`config.mk`:
```
export PLATFORM = sky130hd
export DESIGN_NAME = rs_queue
export DESIGN_NICKNAME = d
export VERILOG_FILES = /design/src/rtl/rs_queue.sv
export SDC_FILE = /design/constraint.sdc
export NUM_CORES = 1
export LEC_CHECK = 0
export ABC_AREA = 1
export BUFFER_PORTS_ARGS = -buffer_cell sky130_fd_sc_hd__buf_2
export CAP_MARGIN = 20
export CORE_MARGIN = 2
export CORE_UTILIZATION = 65
export DETAILED_ROUTE_END_ITERATION = 6
export GPL_TIMING_DRIVEN = 0
export PLACE_DENSITY = 0.86
export SLEW_MARGIN = 40
export SYNTH_ARGS = -nofsm -noshare
export SYNTH_HDL_FRONTEND = slang
export SYNTH_HIERARCHICAL = 1
export SYNTH_SLANG_ARGS = --single-unit
```
`constraint.sdc`:
```
create_clock -name clk -period 5.45 [get_ports clk]
set_clock_uncertainty 0.1 [all_clocks]
set_input_delay 0.545 -clock clk [delete_from_list [all_inputs] [get_ports clk]]
set_output_delay 0.545 -clock clk [all_outputs]
set_load 0.05 [all_outputs]
```
`src/rtl/rs_queue.sv`:
```
// rs_queue: multi-entry reservation station between dispatch and one FU.
// Entries capture missing operands from the CDB (including the op being
// dispatched this cycle) and one ready entry is issued per cycle over a
// valid/ready handshake.
// Optional feature: define RS_OLDEST_FIRST_EN to select the oldest ready entry
// through an age matrix; otherwise the lowest-index ready entry is selected.

// Per-entry storage: payload, source tags, readiness and captured values.
module rs_entry #(
  parameter int NSRC = 2,
  parameter int DW   = 8,
  parameter int OPW  = 8,
  parameter int TW   = 4
) (
  input  logic               clk,
  input  logic               rst,
  input  logic               alloc,
  input  logic               free,
  input  logic               flush,
  input  logic [OPW-1:0]     op_in,
  input  logic [DW-1:0]      wbs_in,
  input  logic [DW-1:0]      flag_in,
  input  logic [TW-1:0]      robid_in,
  input  logic [NSRC*TW-1:0] srcids_in,
  input  logic [NSRC-1:0]    srcrdy_in,
  input  logic [NSRC*DW-1:0] srcvals_in,
  input  logic               cdbvalid,
  input  logic [TW-1:0]      cdbtag,
  input  logic [DW-1:0]      cdbval,
  output logic               valid,
  output logic               ready,
  output logic [OPW-1:0]     op,
  output logic [DW-1:0]      wbs,
  output logic [DW-1:0]      flag,
  output logic [TW-1:0]      robid,
  output logic [NSRC*DW-1:0] srcvals
);
  logic [NSRC-1:0]          rdy_q;
  logic [NSRC-1:0][TW-1:0]  id_q;
  logic [NSRC-1:0][DW-1:0]  val_q;

  assign srcvals = val_q;
  assign ready   = valid & (&rdy_q);

  // Allocation loads the op (with same-cycle CDB bypass); otherwise wake up.
  always_ff @(posedge clk or negedge rst) begin
    if (!rst) begin
      valid <= 1'b0;
      op    <= '0;
      wbs   <= '0;
      flag  <= '0;
      robid <= '0;
      rdy_q <= '0;
      id_q  <= '0;
      val_q <= '0;
    end else if (flush) begin
      valid <= 1'b0;
    end else if (alloc) begin
      valid <= 1'b1;
      op    <= op_in;
      wbs   <= wbs_in;
      flag  <= flag_in;
      robid <= robid_in;
      for (int i = 0; i < NSRC; i++) begin
        id_q[i] <= srcids_in[i*TW +: TW];
        if (srcrdy_in[i]) begin
          rdy_q[i] <= 1'b1;
          val_q[i] <= srcvals_in[i*DW +: DW];
        end else if (cdbvalid && srcids_in[i*TW +: TW] == cdbtag) begin
          rdy_q[i] <= 1'b1;
          val_q[i] <= cdbval;
        end else begin
          rdy_q[i] <= 1'b0;
          val_q[i] <= '0;
        end
      end
    end else begin
      if (free) valid <= 1'b0;
      for (int i = 0; i < NSRC; i++) begin
        if (valid && !rdy_q[i] && cdbvalid && id_q[i] == cdbtag) begin
          rdy_q[i] <= 1'b1;
          val_q[i] <= cdbval;
        end
      end
    end
  end
endmodule

module rs_queue #(
  parameter int DEPTH = 4,
  parameter int NSRC  = 2,
  parameter int DW    = 8,
  parameter int OPW   = 8,
  parameter int TW    = 4,
  localparam int CW   = $clog2(DEPTH+1),
  localparam int IW   = $clog2(DEPTH)
) (
  input  logic               clk,
  input  logic               rst,
  input  logic               dispvalid,
  output logic               dispready,
  input  logic [OPW-1:0]     operandin,
  input  logic [DW-1:0]      wbsin,
  input  logic [DW-1:0]      flagin,
  input  logic [TW-1:0]      robidin,
  input  logic [NSRC*TW-1:0] srcidsin,
  input  logic [NSRC-1:0]    srcrdyin,
  input  logic [NSRC*DW-1:0] srcvalsin,
  input  logic               cdbvalid,
  input  logic [TW-1:0]      cdbtag,
  input  logic [DW-1:0]      cdbval,
  output logic               issuevalid,
  input  logic               issueready,
  output logic [OPW-1:0]     operandout,
  output logic [DW-1:0]      wbsout,
  output logic [NSRC*DW-1:0] srcvalsout,
  output logic [DW-1:0]      flagout,
  output logic [TW-1:0]      robidout,
  input  logic               flush,
  output logic [CW-1:0]      count
);
  logic [DEPTH-1:0]                ent_v, ent_rdy, alloc_oh, free_oh;
  logic [DEPTH-1:0][OPW-1:0]       ent_op;
  logic [DEPTH-1:0][DW-1:0]        ent_wbs, ent_flag;
  logic [DEPTH-1:0][TW-1:0]        ent_rob;
  logic [DEPTH-1:0][NSRC*DW-1:0]   ent_sv;
  logic                            disp_fire, issue_fire, alloc_found;
  logic                            pick_any, sel_any, lock_q;
  logic [IW-1:0]                   pick_idx, sel_idx, lock_idx_q;

  assign disp_fire  = dispvalid & dispready & ~flush;
  assign issue_fire = issuevalid & issueready;

  for (genvar g = 0; g < DEPTH; g++) begin : g_ent
    rs_entry #(.NSRC(NSRC), .DW(DW), .OPW(OPW), .TW(TW)) u_ent (
      .clk, .rst,
      .alloc(alloc_oh[g]), .free(free_oh[g]), .flush,
      .op_in(operandin), .wbs_in(wbsin), .flag_in(flagin), .robid_in(robidin),
      .srcids_in(srcidsin), .srcrdy_in(srcrdyin), .srcvals_in(srcvalsin),
      .cdbvalid, .cdbtag, .cdbval,
      .valid(ent_v[g]), .ready(ent_rdy[g]), .op(ent_op[g]), .wbs(ent_wbs[g]),
      .flag(ent_flag[g]), .robid(ent_rob[g]), .srcvals(ent_sv[g])
    );
  end

  // Occupancy is the population count of valid entries.
  always_comb begin
    count = '0;
    for (int i = 0; i < DEPTH; i++) count = count + CW'(ent_v[i]);
  end

  // Slots freed by this cycle's issue are still valid here, so not reused yet.
  assign dispready = (count < CW'(DEPTH));

  // Allocate the lowest-index free entry.
  always_comb begin
    alloc_oh    = '0;
    alloc_found = 1'b0;
    for (int i = 0; i < DEPTH; i++) begin
      if (!ent_v[i] && !alloc_found) begin
        alloc_oh[i] = disp_fire;
        alloc_found = 1'b1;
      end
    end
  end

`ifdef RS_OLDEST_FIRST_EN
  // age_q[r][c]=1: entry r is older than entry c.
  logic [DEPTH-1:0][DEPTH-1:0] age_q;
  logic                        older;

  // A new entry is younger than everything currently held.
  always_ff @(posedge clk or negedge rst) begin
    if (!rst) begin
      age_q <= '0;
    end else begin
      for (int k = 0; k < DEPTH; k++) begin
        if (alloc_oh[k]) begin
          for (int r = 0; r < DEPTH; r++) begin
            age_q[k][r] <= 1'b0;
            if (r != k) age_q[r][k] <= 1'b1;
          end
        end
      end
    end
  end

  // Oldest candidate: no other candidate is older than it.
  always_comb begin
    pick_any = 1'b0;
    pick_idx = '0;
    older    = 1'b0;
    for (int i = 0; i < DEPTH; i++) begin
      older = 1'b0;
      for (int j = 0; j < DEPTH; j++)
        if (j != i && ent_rdy[j] && age_q[j][i]) older = 1'b1;
      if (ent_rdy[i] && !older) begin
        pick_any = 1'b1;
        pick_idx = IW'(i);
      end
    end
  end
`else
  // Lowest-index candidate wins (scan downward so the last hit is lowest).
  always_comb begin
    pick_any = 1'b0;
    pick_idx = '0;
    for (int i = DEPTH-1; i >= 0; i--) begin
      if (ent_rdy[i]) begin
        pick_any = 1'b1;
        pick_idx = IW'(i);
      end
    end
  end
`endif

  // A stalled presentation stays locked so the FU sees a stable op.
  always_comb begin
    sel_idx = lock_q ? lock_idx_q : pick_idx;
    sel_any = lock_q ? ent_rdy[lock_idx_q] : pick_any;
  end

  assign issuevalid = sel_any & ~flush;

  // Remember the presented entry while the FU back-pressures.
  always_ff @(posedge clk or negedge rst) begin
    if (!rst) begin
      lock_q     <= 1'b0;
      lock_idx_q <= '0;
    end else begin
      lock_q     <= issuevalid & ~issueready;
      lock_idx_q <= sel_idx;
    end
  end

  // Release the issued entry; drive zeros when nothing is presented.
  always_comb begin
    free_oh    = '0;
    operandout = '0;
    wbsout     = '0;
    flagout    = '0;
    robidout   = '0;
    srcvalsout = '0;
    if (issuevalid) begin
      free_oh[sel_idx] = issueready;
      operandout       = ent_op[sel_idx];
      wbsout           = ent_wbs[sel_idx];
      flagout          = ent_flag[sel_idx];
      robidout         = ent_rob[sel_idx];
      srcvalsout       = ent_sv[sel_idx];
    end
  end
endmodule
```
# Yosys cells after proc, flatten, opt, wreduce, memory -nomap -nowiden
# Cells that the tools add are included.
[word_totals]
ff_bits = 223
input_bits = 72
output_inout_bits = 49
wordCells = 226
[op_classes]
addsub = 3
magnitude_cmp = 4
eq_ne = 10
muxes = 81
bitwise_logic = 11
n_reduce_logical = 71
[op_table]
columns = ["op", "n"]
rows = [
  ["8-bit 2-to-1 mux", 18],
  ["16-bit 2-to-1 mux", 6],
  ["8-bit binary-select mux with 2-bit select", 3],
  ["4-bit equality test", 10],
  ["1-bit 2-to-1 mux", 38],
  ["16-bit binary-select mux with 2-bit select", 1],
  ["2-bit AND reduction", 16],
  ["1-bit logical AND", 30],
  ["2-bit 2-to-1 mux", 9],
  ["2-bit nonzero test", 8],
  ["1-bit zero test", 13],
  ["4-bit 2-to-1 mux", 3],
  ["3-bit nonzero test", 4],
  ["1-bit AND", 8],
  ["4-bit binary-select mux with 2-bit select", 1],
  ["2-bit by 3-bit less-than comparator with 1-bit output, second input constant", 2],
  ["4-bit AND", 1],
  ["2-bit by 1-bit adder with 3-bit output", 1],
  ["3-bit by 1-bit adder with 3-bit output", 1],
  ["3-bit less-than comparator, second input constant", 1],
  ["1-bit by 1-bit adder with 2-bit output", 1],
  ["1-bit binary-select mux with 2-bit select", 1],
  ["1-bit demux with 2-bit select", 1],
  ["2-bit by 1-bit >= comparator with 1-bit output, second input constant", 1],
  ["1-bit NOT", 2],
]

# Depth between registers and ports, before layout
[logic_depth]
ltp_word = 16
ltp_mapped = 15
mapped_depth_nobuf = 13

# By module
# Netlist, hierarchy kept.
[by_module_without_submodules]
columns = ["module", "instances", "cells_each", "area_per_inst_um2", "seq_area_each_um2"]
rows = [
  ["rs_entry", 4, 350, 3034.2, 1376.3],
  ["rs_queue", 1, 498, 2234.6, 75.1],
]

# Least setup slack after synthesis
# No wires, ideal clock.
[synth_timing]
kind = "register to register"
startpoint = "register g_ent[0].u_ent.valid"
endpoint = "register g_ent[2].u_ent.op[2]"
setup_ns = 0.125
arrival_time_ns = 3.418
t_required_ns = 5.225
slack_ns = 1.807
stages_incl_launch_ff = 14
n_path_buf = 2
synth_period_minus_slack_ns = 3.643
path_cell_list = "dfrtp_1 inv_1 fa_1 inv_1 ha_1 ha_1 inv_1 nand3_1 nor3b_1 inv_2 or2_1 buf_6 buf_6 mux2_4"
[synth_between]
elab_chain_len = 8
elab_cells_between_ends = 13
cone_classes = "add/sub: 3; order compare: 1; mux: 3; bitwise: 2; reduce/logical: 4"
[synth_rtl]
columns = ["item", "line_no", "text"]
rows = [
  ["start: declaration", "30", "output logic valid,"],
  ["start signal: assignment", "48", "valid <= 1'b0;"],
  ["start signal: assignment", "57", "valid <= 1'b0;"],
  ["start signal: assignment", "59", "valid <= 1'b1;"],
  ["1-bit by 1-bit adder with 2-bit output", "149", "for (int i = 0; i < DEPTH; i++) count = count + CW'(ent_v[i]);"],
  ["2-bit by 1-bit adder with 3-bit output", "149", ""],
  ["3-bit by 1-bit adder with 3-bit output", "149", ""],
  ["named net count[2]", "120", "output logic [CW-1:0] count"],
  ["3-bit less-than comparator", "153", "assign dispready = (count < CW'(DEPTH));"],
  ["named net dispready", "101", "output logic dispready,"],
  ["1-bit AND (2 in series)", "131", "assign disp_fire = dispvalid & dispready & ~flush;"],
  ["1-bit 2-to-1 mux", "160", "if (!ent_v[i] && !alloc_found) begin"],
  ["named net alloc_oh[2]", "122", "logic [DEPTH-1:0] ent_v, ent_rdy, alloc_oh, free_oh;"],
  ["2-bit AND reduction (no line)", "--", ""],
  ["end signal: assignment", "60", "op <= op_in;"],
  ["end: declaration", "32", "output logic [OPW-1:0] op,"],
]
# The timed path passes the listed nets, and every way through them passes these cells.
# A chain may end at the register's enable or synchronous reset.

# Worst setup path after layout
[layout_timing]
startpoint = "register g_ent[2].u_ent.valid"
endpoint = "output srcvalsout[10]"
[layout_between]
elab_chain_len = 8
elab_cells_between_ends = 15
cone_classes = "mux: 13; bitwise: 2"
[layout_rtl]
columns = ["item", "line_no", "text"]
rows = [
  ["start: declaration", "30", ""],
  ["start signal: assignment", "48", ""],
  ["start signal: assignment", "57", ""],
  ["start signal: assignment", "59", ""],
  ["1-bit AND *", "43", "assign ready = valid & (&rdy_q);"],
  ["named net ent_rdy[2]", "122", ""],
  ["2-bit 2-to-1 mux (3 in series)", "209", "if (ent_rdy[i]) begin"],
  ["2-bit 2-to-1 mux", "219", "sel_idx = lock_q ? lock_idx_q : pick_idx;"],
  ["16-bit binary-select mux with 2-bit select", "250", "srcvalsout = ent_sv[sel_idx];"],
  ["16-bit 2-to-1 mux (not written as such)", "250", ""],
  ["16-bit 2-to-1 mux *", "244", "if (issuevalid) begin"],
  ["end: declaration", "116", "output logic [NSRC*DW-1:0] srcvalsout,"],
]
# Mark *: on every way through the listed nets, which the timed path passes. The rest lies on a longest branch. The select of a mux whose other input is x is not followed.

==> impl_metrics.yaml <==
setup_path:
  worstSetupStartpointType: "flop"
  crit_arrival_ps: 3630
  cp-end-kind: "output pin"
  r2r_slack_ps: 1900
  crit_slowest_cell: "nor3_1"
  cp_common_cell: "nand2_1"
  cp_slowest_stage_delay_ps: 580
  cp_cell_sequence: "inv_1, nor3_1, inv_1, nand2_1, nand2_2, nand2_2, clkbuf_1, nand2_1, nand2_1, nand2_1, a21oi_1, buf_2"
  path_buf_inv: 4
  critical_path_required_ps: 4810
  path_class: "reg -> out"
  critical_path.top_delay_family: "simple AND/OR/NAND/NOR gates"
  crit_fanout: 10
power_and_ir_drop:
  power.density_nw_per_um2: 297
  max-vdd-ir-drop_mv: 0.266
  p_leak_nw: 8.62
place:
  dp_hpwl_um: 32000
  place_area_um2: 15400
  gp_congestion: 0.995
  io_buffers: 120
logic_synthesis:
  syn_area_um2: 14400
  yosysWarnings: 6
  synth_fp_nets: 1975
  synth_top_area_share_pct: 38.8
  synth_top_area_cell: "dfrtp_1"
  synth_seq_cells: 223
  avgSynthCellArea_um2: 7.57
  synthTopCellsByArea: "dfrtp_1 39%, nand2_1 16%, mux2_4 10%, nor2_1 6.4%, a21oi_1 6.0%"
  synthCells: 1898
  ys_seq_area_share_pct: 38.8
  ys_types: 33
cts:
  max-clock-path-buffers: 3
  cts_tree: "done"
  clock_latency_ps: 550
  clk_pin_slew_worst_paths_ps: 60
  cts_setup_buffers: 0
  clock_sinks: 223
  clk_root_buffer_cell: "clkbuf_16"
  cts_buffers: 26
  htreeDepth: 1
die:
  die_h_um: 153
  die-area_um2: 23300
  io_pins: 121
  rows: 54
  die_w_um: 153
  core_area_um2: 21800
  start_util_pct: 66.1
timing:
  hold_viol: 0
  setup_viol: 0
  min_period_ps: 4270
  fin_crit_sh_pct: 78.4
  slew_headroom_pct: 54.1
  max_freq_mhz: 234
  worstMarginPinSlew_ps: 683
  grt_setup_unrepaired: "false"
  slew_violations: 0
route:
  postRouteAntennaNets: 0
  num_vias: 13800
  drt-total-wl_um: 45900
  first_pass_iters: 5
  wl_per_cell_um: 19.5
  drt-vias-per-instance: 5.89
  drc_errors: 0
  drtIter0Drc: 1361
grt:
  grt_max_degree: 78
  grt_antenna_before_repair: 1
  grt_overflow: 0
  grt_pass1_vias: 13100
  grt.total_usage_pct: 38.6
  grt_pass1_wl_um: 71100
layout:
  mostFrequentLayoutCells: "602 x nand2_1, 246 x nor2_1, 223 x dfrtp_1"
  final_util_pct: 74.5
  syn2layout_area_growth_pct: 12.7
  fill_cells: 1654
  drive_gt1_share_pct: 20.8
  final_common_cell: "nand2_1"
  fin_area_um2: 16200
  nNetsFinal: 2127
hold_path:
  hold_class: "in -> reg"
outcome:
  outcome: "complete, no violations"
job:
  maxCapViolCount: 0
[report_power, final]
group / internal, W / total, W / switching (W)
clock network: 0.000925 / 0.00164 / 0.000713
logic: 0.000425 / 0.00110 / 0.000673
registers: 0.00191 / 0.00208 / 0.000165
total: 0.00326 / 0.00481 / 0.00155
[area by class of cell]
type / instances / area [µm²] / area share (%)
well taps: 280 / 350 / 2.16
multi-input cells: 1447 / 7750 / 47.9
flip-flops and latches: 223 / 5580 / 34.4
clock buffers: 37 / 732 / 4.52
diodes: 1 / 2.50 / 0.0154
clock inverters: 6 / 41.3 / 0.255
plain buffers: 85 / 499 / 3.08
inverters: 143 / 537 / 3.31
repair buffers: 124 / 703 / 4.34
[cells in the mapped netlist]
library cell and n:
nand2_1 602, nor2_1 246, dfrtp_1 223, a21oi_1 173, nand3_1 115, inv_1 110
mux2_4 100, nand4_1 64, buf_2 36, nor2_2 36, inv_2 33, o21ai_1 32
buf_6 16, clkbuf_1 15, buf_1 14, a21oi_2 13, mux2_1 12, nor2_4 8
nor3_1 8, buf_4 4, ha_1 4, nand2_4 4, nand2_8 4, nand3_2 4
nand3_4 4, o31ai_1 4, or2_1 4, xnor2_2 4, nand2_2 2, fa_1 1
nor3_2 1, nor3b_1 1, o21ai_2 1
[path summary, 6_finish.rpt]
kind                                              start  cells after the start                    endpoint
worst max register to register     g_ent[0].u_ent/valid                     14  g_ent[2].u_ent/srcvals[15]
worst min register to register  g_ent[1].u_ent/robid[0]                      1     g_ent[1].u_ent/robid[0]
worst max-delay path               g_ent[2].u_ent/valid                     12              srcvalsout[10]
min in group asynchronous                           rst                      2      g_ent[0].u_ent/flag[3]
max in group asynchronous                           rst                      3        g_ent[2].u_ent/op[3]
worst min-delay path                         issueready                      2                      lock_q
[cells by family (layout without fill, tap and decap cells)]
group                    after synthesis  in the layout  share of synthesized area [%]
AND/OR/NAND/NOR                     1103           1103                           33.4
multiplexers                         112            112                           11.4
AO/OA/AOI/OAI                        223            223                           8.20
XOR/XNOR                               4              4                          0.453
flip-flops                           223            223                           38.8
other                                  0              1                              0
adder cells (fa/ha/maj)                5              5                          0.488
buffers and inverters                228            395                           7.21
[per-layer routing]
layer,vias to the layer above,global-route usage (%),share of wire (%)
met2,774,62.1,46
li1,6446,-,-
met4,0,19.8,5.7
met1,6431,51.1,39
met5,-,0,0
met3,169,5.63,9.6
[through the flow]
step                      power (W)  hold WS, ps  setup WS [ps]  std cells  setup TNS (ps)
after global routing        0.00500          105           1040       2346               0
after detailed placement    0.00316          297           1870       2301               0
after global placement      0.00310          374           -103       2298          -19900
after floorplan             0.00281          149           1810       1898               0
final                       0.00481          105           1180       2346               0
after CTS                   0.00479         98.8           1280       2345               0
[repair_timing]
action                    4_1_cts  5_1_grt
gates resized for setup         0        0
hold endpoints to repair       17        0
hold buffers                    1        0
[flip-flops by register name (all words and copies together) (netlist names)]
| register | flops |
|---|---|
| g_ent.u_ent/flag | 32 |
| g_ent.u_ent/id_q | 32 |
| g_ent.u_ent/op | 32 |
| g_ent.u_ent/rdy_q | 8 |
| g_ent.u_ent/robid | 16 |
| g_ent.u_ent/srcvals | 64 |
| g_ent.u_ent/valid | 4 |
| g_ent.u_ent/wbs | 32 |
| lock_idx_q | 2 |
| lock_q | 1 |
Power figures use the tool's default switching activity.
